===== src/rtl/demux_1to4_buffer.sv =====
// demux_1to4_buffer: routes one 32-bit word per cycle into one of four per-destination FIFOs,
// each drained independently by its own valid/ready consumer.
module demux_1to4_buffer #(
    parameter int DEPTH = 2,
    localparam int CW = $clog2(DEPTH + 1)
) (
    input  logic            clk,
    input  logic            rst,
    input  logic [31:0]     in_data,
    input  logic [1:0]      in_select,
    input  logic            in_valid,
    output logic            in_ready,
    output logic [31:0]     out_data_a,
    output logic [31:0]     out_data_b,
    output logic [31:0]     out_data_c,
    output logic [31:0]     out_data_d,
    output logic [3:0]      out_valid,
    input  logic [3:0]      out_ready,
    output logic [4*CW-1:0] count,
    output logic            busy
);
    localparam int PW = (DEPTH > 1) ? $clog2(DEPTH) : 1;

    logic [3:0]  full;
    logic [31:0] head [4];

    assign in_ready   = !full[in_select];
    assign busy       = |out_valid;
    assign out_data_a = head[0];
    assign out_data_b = head[1];
    assign out_data_c = head[2];
    assign out_data_d = head[3];

    for (genvar g = 0; g < 4; g++) begin : g_fifo
        logic [31:0]   mem_q [DEPTH];
        logic [PW-1:0] wr_q, wr_d, rd_q, rd_d;
        logic [CW-1:0] cnt_q, cnt_d;
        logic          push, pop;

        always_comb begin
            push  = in_valid && in_ready && (in_select == 2'(g));
            pop   = out_valid[g] && out_ready[g];
            wr_d  = push ? wr_q + PW'(1) : wr_q;
            rd_d  = pop ? rd_q + PW'(1) : rd_q;
            cnt_d = cnt_q + CW'(push) - CW'(pop);
        end

        always_ff @(posedge clk) begin
            if (rst) begin
                wr_q  <= '0;
                rd_q  <= '0;
                cnt_q <= '0;
            end else begin
                wr_q  <= wr_d;
                rd_q  <= rd_d;
                cnt_q <= cnt_d;
            end
        end

        // storage is deliberately left uncleared by reset; only the pointers matter
        always_ff @(posedge clk) begin
            if (push && !rst) mem_q[wr_q] <= in_data;
        end

        assign full[g]             = cnt_q == CW'(DEPTH);
        assign out_valid[g]        = cnt_q != '0;
        assign count[g*CW +: CW]   = cnt_q;
        // gate with valid so never-written storage cannot leak X onto the port
        assign head[g]             = out_valid[g] ? mem_q[rd_q] : '0;
    end
endmodule


===== config.mk =====
export PLATFORM = sky130hd
export DESIGN_NAME = demux_1to4_buffer
export DESIGN_NICKNAME = d
export VERILOG_FILES = /design/src/rtl/demux_1to4_buffer.sv
export SDC_FILE = /design/constraint.sdc
export NUM_CORES = 1
export LEC_CHECK = 0
export ABC_AREA = 1
export BUFFER_PORTS_ARGS = -buffer_cell sky130_fd_sc_hd__buf_2
export CAP_MARGIN = 40
export CELL_PAD_IN_SITES_DETAIL_PLACEMENT = 0
export CELL_PAD_IN_SITES_GLOBAL_PLACEMENT = 1
export CORE_MARGIN = 1
export CORE_UTILIZATION = 48
export DETAILED_ROUTE_END_ITERATION = 6
export PLACE_DENSITY_LB_ADDON = 0.25
export SLEW_MARGIN = 20
export SYNTH_ARGS = -nofsm -noshare
export SYNTH_HDL_FRONTEND = slang
export SYNTH_SLANG_ARGS = --single-unit
export TNS_END_PERCENT = 10

===== constraint.sdc =====
create_clock -name clk -period 8.75 [get_ports clk]
set_clock_uncertainty 0.2 [all_clocks]
set_input_delay 0 -clock clk [delete_from_list [all_inputs] [get_ports clk]]
set_output_delay 0 -clock clk [all_outputs]
set_load 0.05 [all_outputs]

==> impl_metrics.toml, run 1 <==
[worst_setup_path]
crit_start = "in_select[0]"
crit_buf_inv = 5
cp_max_fo = 23
critPathMaxStageDelay_ns = 0.63
path_delay_family = "buffers and inverters"
crit_arrival_ns = 2.95
path_cells = "dlygate4sd3_1 -> buf_2 -> nor2_1 -> dlygate4sd3_1 -> nand2_1 -> nand2_1 -> nor2_4 -> nand3_1 -> dlygate4sd3_1 -> nor2_4 -> buf_12"
required_ns = 8.77
start_kind = "input pin"
slowest_stage = "dlygate4sd3_1"
cp-end-kind = "flop"
path_class = "in2reg"
r2r-start = "g_fifo[1].cnt_q[0]$_SDFF_PP0_"
critPathMostFrequentCell = "dlygate4sd3_1"

[clock_tree]
path_clk_slew_ns = 0.06
cts_tree = "built"
clock-sinks = 276
htreeDepth = 1
root_buffer = "clkbuf_16"
clockBufferDepth = 3
numCtsBuffers = 28
cts_resized = 0
insertion_delay_ns = 0.53

[cells_and_area]
synthToLayoutAreaGrowth_pct = 27.03
fin_cells = 1358
nFillCells = 1634
final_nets = 1112
drive_gt1_share_pct = 24.10
diodes = 0

[synthesis]
synth_cell_types = 17
mappedNetlistNets = 881
yosysWarnings = 0
synthTopCellsByCount = "nand2_1 (278), edfxtp_1 (256), a21oi_1 (140)"
yosysMostFrequentCell = "nand2_1"
synth-main-ff-cell = "edfxtp_1"
yosys-top-cells-area = "edfxtp_1 (73%), nand2_1 (9.9%), a21oi_1 (6.6%)"
synth-edff-count = 256
avgSynthCellArea_um2 = 12.67
synthArstFlopShare_pct = 0
syn_area_um2 = 10540
synth_top_area_share_pct = 72.94
synth_top_cell_by_area = "edfxtp_1"
yosysSeqAreaShare_pct = 76.74
synthCells = 832
ys_ff_latch = 276

[timing]
setup-tns-final_ns = 0
slew_violations = 0
period_share_pct = 33.48
setup_violations = 0
max_freq_ghz = 0.3413
rsz0062_at_grt = "no"
hold_viol = 0
tightest_slew_ns = 0.7765
slew_headroom_pct = 48.16
min_period_ns = 2.930

[placed_design]
portBuffers = 182
place_congestion = 0.7218
dp_hpwl_um = 15920
dp.cells = 1262

[global_route]
grt_pass1_wl_um = 37900
grt_usage_pct = 22.73
grt_pass1_vias = 6694
overflow = 0
grt_max_degree = 34
grt_antenna_before_repair = 0

[outcome]
status = "finished clean"

[die]
row_count = 53
die_area_um2 = 22550
die_w_um = 150.2
pin_count = 183
coreArea_um2 = 21290
fp.dieH_um = 150.2
start_util_pct = 49.51

[routing]
num_vias = 6941
viasPerCell = 5.111
dr.pass1.iters = 5
ant_nets = 0
detail_route.wl_per_cell_um = 18.40
drtIter0Drc = 398
drt-total-wl_um = 24990
drc = 0

[power_and_ir_drop]
p_per_area_nw_per_um2 = 369.8
intPower_w = 0.002740
peakVddDrop_uv = 282.1
power_switching_share_pct = 44.65
leakage_nw = 5.382
pwr-share-clk_pct = 25.7
switchingPower_w = 0.002210
p_comb_share_pct = 42.0
seqPwrFrac_pct = 32.3

[min_path]
worstHoldPathType = "in2reg"
min-delay-start = "in_data[15]"

[flow_run]
drv_cap = 0
[cell families after synthesis]
kind of cell	Yosys count	share of synthesized area, %
xor+xnor	4	0.3324
fa+ha+maj	8	0.9498
simple gates	315	11.62
compound gates	148	7.028
flops	276	76.74
buf+inv	81	3.324
[placed cells by master (no fill, tap or decap)]
cell           Yosys  final
dfxtp_1           20     16
buf_2             14    182
inv_1             39     35
clkbuf_8           0      3
inv_2              0      3
dlygate4sd3_1      0     44
nand4_1            7      7
clkbuf_1          27      3
a21oi_1          140    140
xnor2_1            4      4
buf_16             0      6
bufinv_16          0      4
clkinv_1           0      2
buf_8              0      1
nand2_1          278    278
nand3_1            4      4
clkinvlp_4         0      1
dfxtp_2            0      4
nor2_1            19     17
clkbuf_16          0     32
nor3_2             0      2
ha_1               8      8
edfxtp_1         256    256
o21ai_0            8      8
clkinv_2           0      6
buf_12             0      3
buf_4              0      7
nor2_4             1      7
[power groups by stage]
| stage | Clock [W] | Sequential (W) | Combinational, W |
|---|---|---|---|
| floorplan | 0 | 0.00161 | 0.00146 |
| global placement | 0 | 0.00163 | 0.00197 |
| detailed placement | 0 | 0.00163 | 0.00207 |
| CTS | 0.00129 | 0.00160 | 0.00209 |
| global route | 0.00134 | 0.00161 | 0.00220 |
| finish | 0.00127 | 0.00160 | 0.00208 |
[state kept, by name (all words and copies together) (netlist names), named ones only]
name,count
g_fifo.cnt_q,8
g_fifo.mem_q,256
g_fifo.rd_q,4
g_fifo.wr_q,4
[per-stage QoR]
step / setup WS (ns) / util [%] / total power [W] / hold slack (ns) / cell area [um2]
final: 5.820 / 62.89 / 0.004951 / 0.08722 / 13390
after global routing: 5.698 / 62.89 / 0.005148 / 0.09192 / 13390
after CTS: 5.814 / 62.71 / 0.004984 / 0.06815 / 13350
after detailed placement: 6.288 / 55.87 / 0.003699 / 0.08361 / 11890
after global placement: 6.179 / 54.93 / 0.003597 / 0.08111 / 11690
after floorplan: 4.799 / - / 0.003069 / -0.1011 / 10540
[worst paths after layout]
check | to | depth (start not counted) | slack [ns]
worst min register to register | flop | 1 | 0.25
worst max register to register | g_fifo[3].mem_q[1][27]$_DFFE_PP_ | 8 | 6.07
worst max-delay path | g_fifo[3].mem_q[1][27]$_DFFE_PP_ | 11 | 5.82
worst min-delay path | g_fifo[0].mem_q[0][15]$_DFFE_PP_ | 2 | 0.09
[routing by layer]
metal	vias to the layer above	track usage, %	wire length [um]
met4	0	5.404	396
met5	-	0	0
li1	3346	-	-
met3	34	3.182	1576
met2	239	39.07	12420
met1	3322	30.72	10600
[layout make-up]
type                            instances  area [um2]  area share (%)
Multi-Input combinational cell        475        2146           16.03
Timing Repair Buffer                  243        1644           12.28
Tap cell                              275       344.1           2.570
Clock inverter                         12       161.4           1.206
Inverter                               39       146.4           1.093
Sequential cell                       276        8093           60.45
Clock buffer                           38       853.3           6.374
[repair_timing]
action / in CTS / in global routing
hold buffers: 44 / 0
endpoints found under the hold margin: 299 / 0
buffers inserted: 0 / 0
Note: power is estimated with default switching activity, not from simulation.
==> inputs of run 2 (changes only) <==
--- a/config.mk
+++ b/config.mk
@@ -11,7 +11,7 @@
 export CELL_PAD_IN_SITES_DETAIL_PLACEMENT = 0
 export CELL_PAD_IN_SITES_GLOBAL_PLACEMENT = 1
 export CORE_MARGIN = 1
-export CORE_UTILIZATION = 48
+export CORE_UTILIZATION = 45
 export DETAILED_ROUTE_END_ITERATION = 6
 export PLACE_DENSITY_LB_ADDON = 0.25
 export SLEW_MARGIN = 20
==> constraint.sdc (replaced) <==
create_clock -name clk -period 2.7 [get_ports clk]
set_clock_uncertainty 0.2 [all_clocks]
set_input_delay 0 -clock clk [delete_from_list [all_inputs] [get_ports clk]]
set_output_delay 0 -clock clk [all_outputs]
set_load 0.05 [all_outputs]
==> run 2 against run 1 <==
Net effect: cell count up 3.2%; global-route usage down 1.6 points; routed wire length up 1.3%; setup slack worse by 5.7 ns; total power rose to 3.2 times the previous value; sequential cell count unchanged; sequential share of layout area up 0.17 points; first-iteration DRC count down 13%; combinational power rose to 3.2 times the previous value; largest power group unchanged; critical path depth down 3; hold slack worse by 0.00060 ns; register-to-register slack worse by 5.9 ns; highest routed layer unchanged.
==> impl_metrics.toml, run 2 (synthesized netlist as in run 1, its figures left out) <==
[timing]
hold_viol = 0
setup_violations = 0
tightest_slew_ns = 0.5268
max_freq_ghz = 0.3948
slew_headroom_pct = 64.84
rsz0062_at_grt = "no"
period_share_pct = 93.81
slew_violations = 0
min_period_ns = 2.533
whs_ns = 0.08662

[placed_design]
place_congestion = 0.7439
dp_hpwl_um = 15520
portBuffers = 182

[cells_and_area]
seqCellArea_um2 = 8093
final_cell_mix = "nand2_1 (278), edfxtp_1 (256), buf_2 (182), a21oi_1 (140), dlygate4sd3_1 (42)"
layout_commonest_cell = "nand2_1"
final_nets = 1118
reg_top3 = "g_fifo.mem_q: 256 flops, g_fifo.cnt_q: 8 flops"
diodes = 0
utilization_pct = 58.61
largest_reg_flops = 256
synthToLayoutAreaGrowth_pct = 26.68
drive_gt1_share_pct = 24.33
nFillCells = 1883
multi_input_area_um2 = 2158
top_register = "g_fifo.mem_q"

[die]
die_area_um2 = 24040
coreArea_um2 = 22780
start_util_pct = 46.27
die_w_um = 155.0
pin_count = 183
row_count = 55
fp.dieH_um = 155.0

[clock_tree]
insertion_delay_ns = 0.53
cts_tree = "built"
clock-sinks = 276
root_buffer = "clkbuf_16"
path_clk_slew_ns = 0.06
htreeDepth = 1
numCtsBuffers = 28
clockBufferDepth = 3
cts_resized = 0

[flow_run]
drv_cap = 0

[global_route]
grt_antenna_before_repair = 0
overflow = 0
grt_usage_pct = 21.16
grt_pass1_vias = 6475
grt_pass1_wl_um = 37810
grt_max_degree = 34

[worst_setup_path]
path_class = "reg2reg"
start_kind = "flop"
required_ns = 2.72
cp_max_fo = 22
crit_arrival_ns = 2.56
cp-end-kind = "flop"

[power_and_ir_drop]
power_switching_share_pct = 45.37
seqPwrFrac_pct = 31.8
leakage_nw = 5.364
intPower_w = 0.008566
p_per_area_nw_per_um2 = 1174
peakVddDrop_uv = 606.8
p_total_w = 0.01568
pwr-share-clk_pct = 25.2
switchingPower_w = 0.007114
p_comb_share_pct = 43.0

[routing]
drc = 0
drtIter0Drc = 345
drt-total-wl_um = 25310
ant_nets = 0
num_vias = 6926
detail_route.wl_per_cell_um = 18.06
dr.pass1.iters = 4
viasPerCell = 4.940

[outcome]
status = "finished clean"

[min_path]
worstHoldPathType = "in2reg"
==> run 2: changes by cell type in the layout (fill, tap and decap cells not counted), sizes merged <==
cell / delta
clkinv: +1
buf: +8
inv: +1
clkbuf: -1
dlygate4sd3: -2
clkinvlp: -1
==> run 2: power groups by stage <==
stage | sequential [W] | combinational (W) | clock (W)
after floorplan | 0.00521 | 0.00474 | 0
after global placement | 0.00507 | 0.00674 | 0
after detailed placement | 0.00508 | 0.00676 | 0
after CTS | 0.00499 | 0.00681 | 0.00402
after global routing | 0.00501 | 0.00715 | 0.00417
final | 0.00498 | 0.00674 | 0.00396
==> run 2: critical path, stage by stage (launching register included) <==
cell,delay [ns]
dfxtp_1,0.43
nor2_1,0.08
nand2_1,0.07
nand2_1,0.08
nor2_4,0.19
nand4_1,0.09
dlygate4sd3_1,0.60
inv_2,0.25
buf_12,0.22
==> run 2: path summary, 6_finish.rpt <==
kind	startpoint	endpoint	slack, ns	cells after the start
worst max-delay path	g_fifo[1].cnt_q[0]$_SDFF_PP0_	g_fifo[3].mem_q[0][7]$_DFFE_PP_	0.17	8
worst min-delay path	in_data[19]	g_fifo[1].mem_q[1][19]$_DFFE_PP_	0.09	2
worst max register to register	g_fifo[1].cnt_q[0]$_SDFF_PP0_	g_fifo[3].mem_q[0][7]$_DFFE_PP_	0.17	8
worst min register to register	g_fifo[0].rd_q$_SDFFE_PP0P_	flop	0.25	1
==> run 2: layout make-up <==
class	instances	area share (%)
Clock buffer	37	5.961
Tap cell	313	2.933
Multi-Input combinational cell	475	16.17
Clock inverter	13	1.190
Timing Repair Buffer	249	12.03
Sequential cell	276	60.62
Inverter	39	1.097
==> run 2: stage by stage <==
step	area (um2)	cells	setup TNS, ns	setup WS (ns)
final	13350	1402	0	0.1670
after CTS	13340	1400	0	0.04563
after global placement	11960	1308	0	0.4963
after global routing	13350	1402	0	0.03853
after detailed placement	11960	1308	0	0.4631
after floorplan	10560	832	-27.62	-0.2853
==> run 2: repair_timing <==
action / 4_1_cts / 5_1_grt
setup buffers: 0 / 2
setup endpoints to repair: 0 / 23
hold buffers: 42 / 0
endpoints found under the hold margin: 320 / 0
==> run 2: routing by layer <==
metal	global-route usage, %	wire [um]	up-vias
li1	-	-	3360
met1	29.21	11360	3335
met2	35.80	12260	200
met3	3.036	1289	31
met4	4.479	410	0
met5	0	0	-
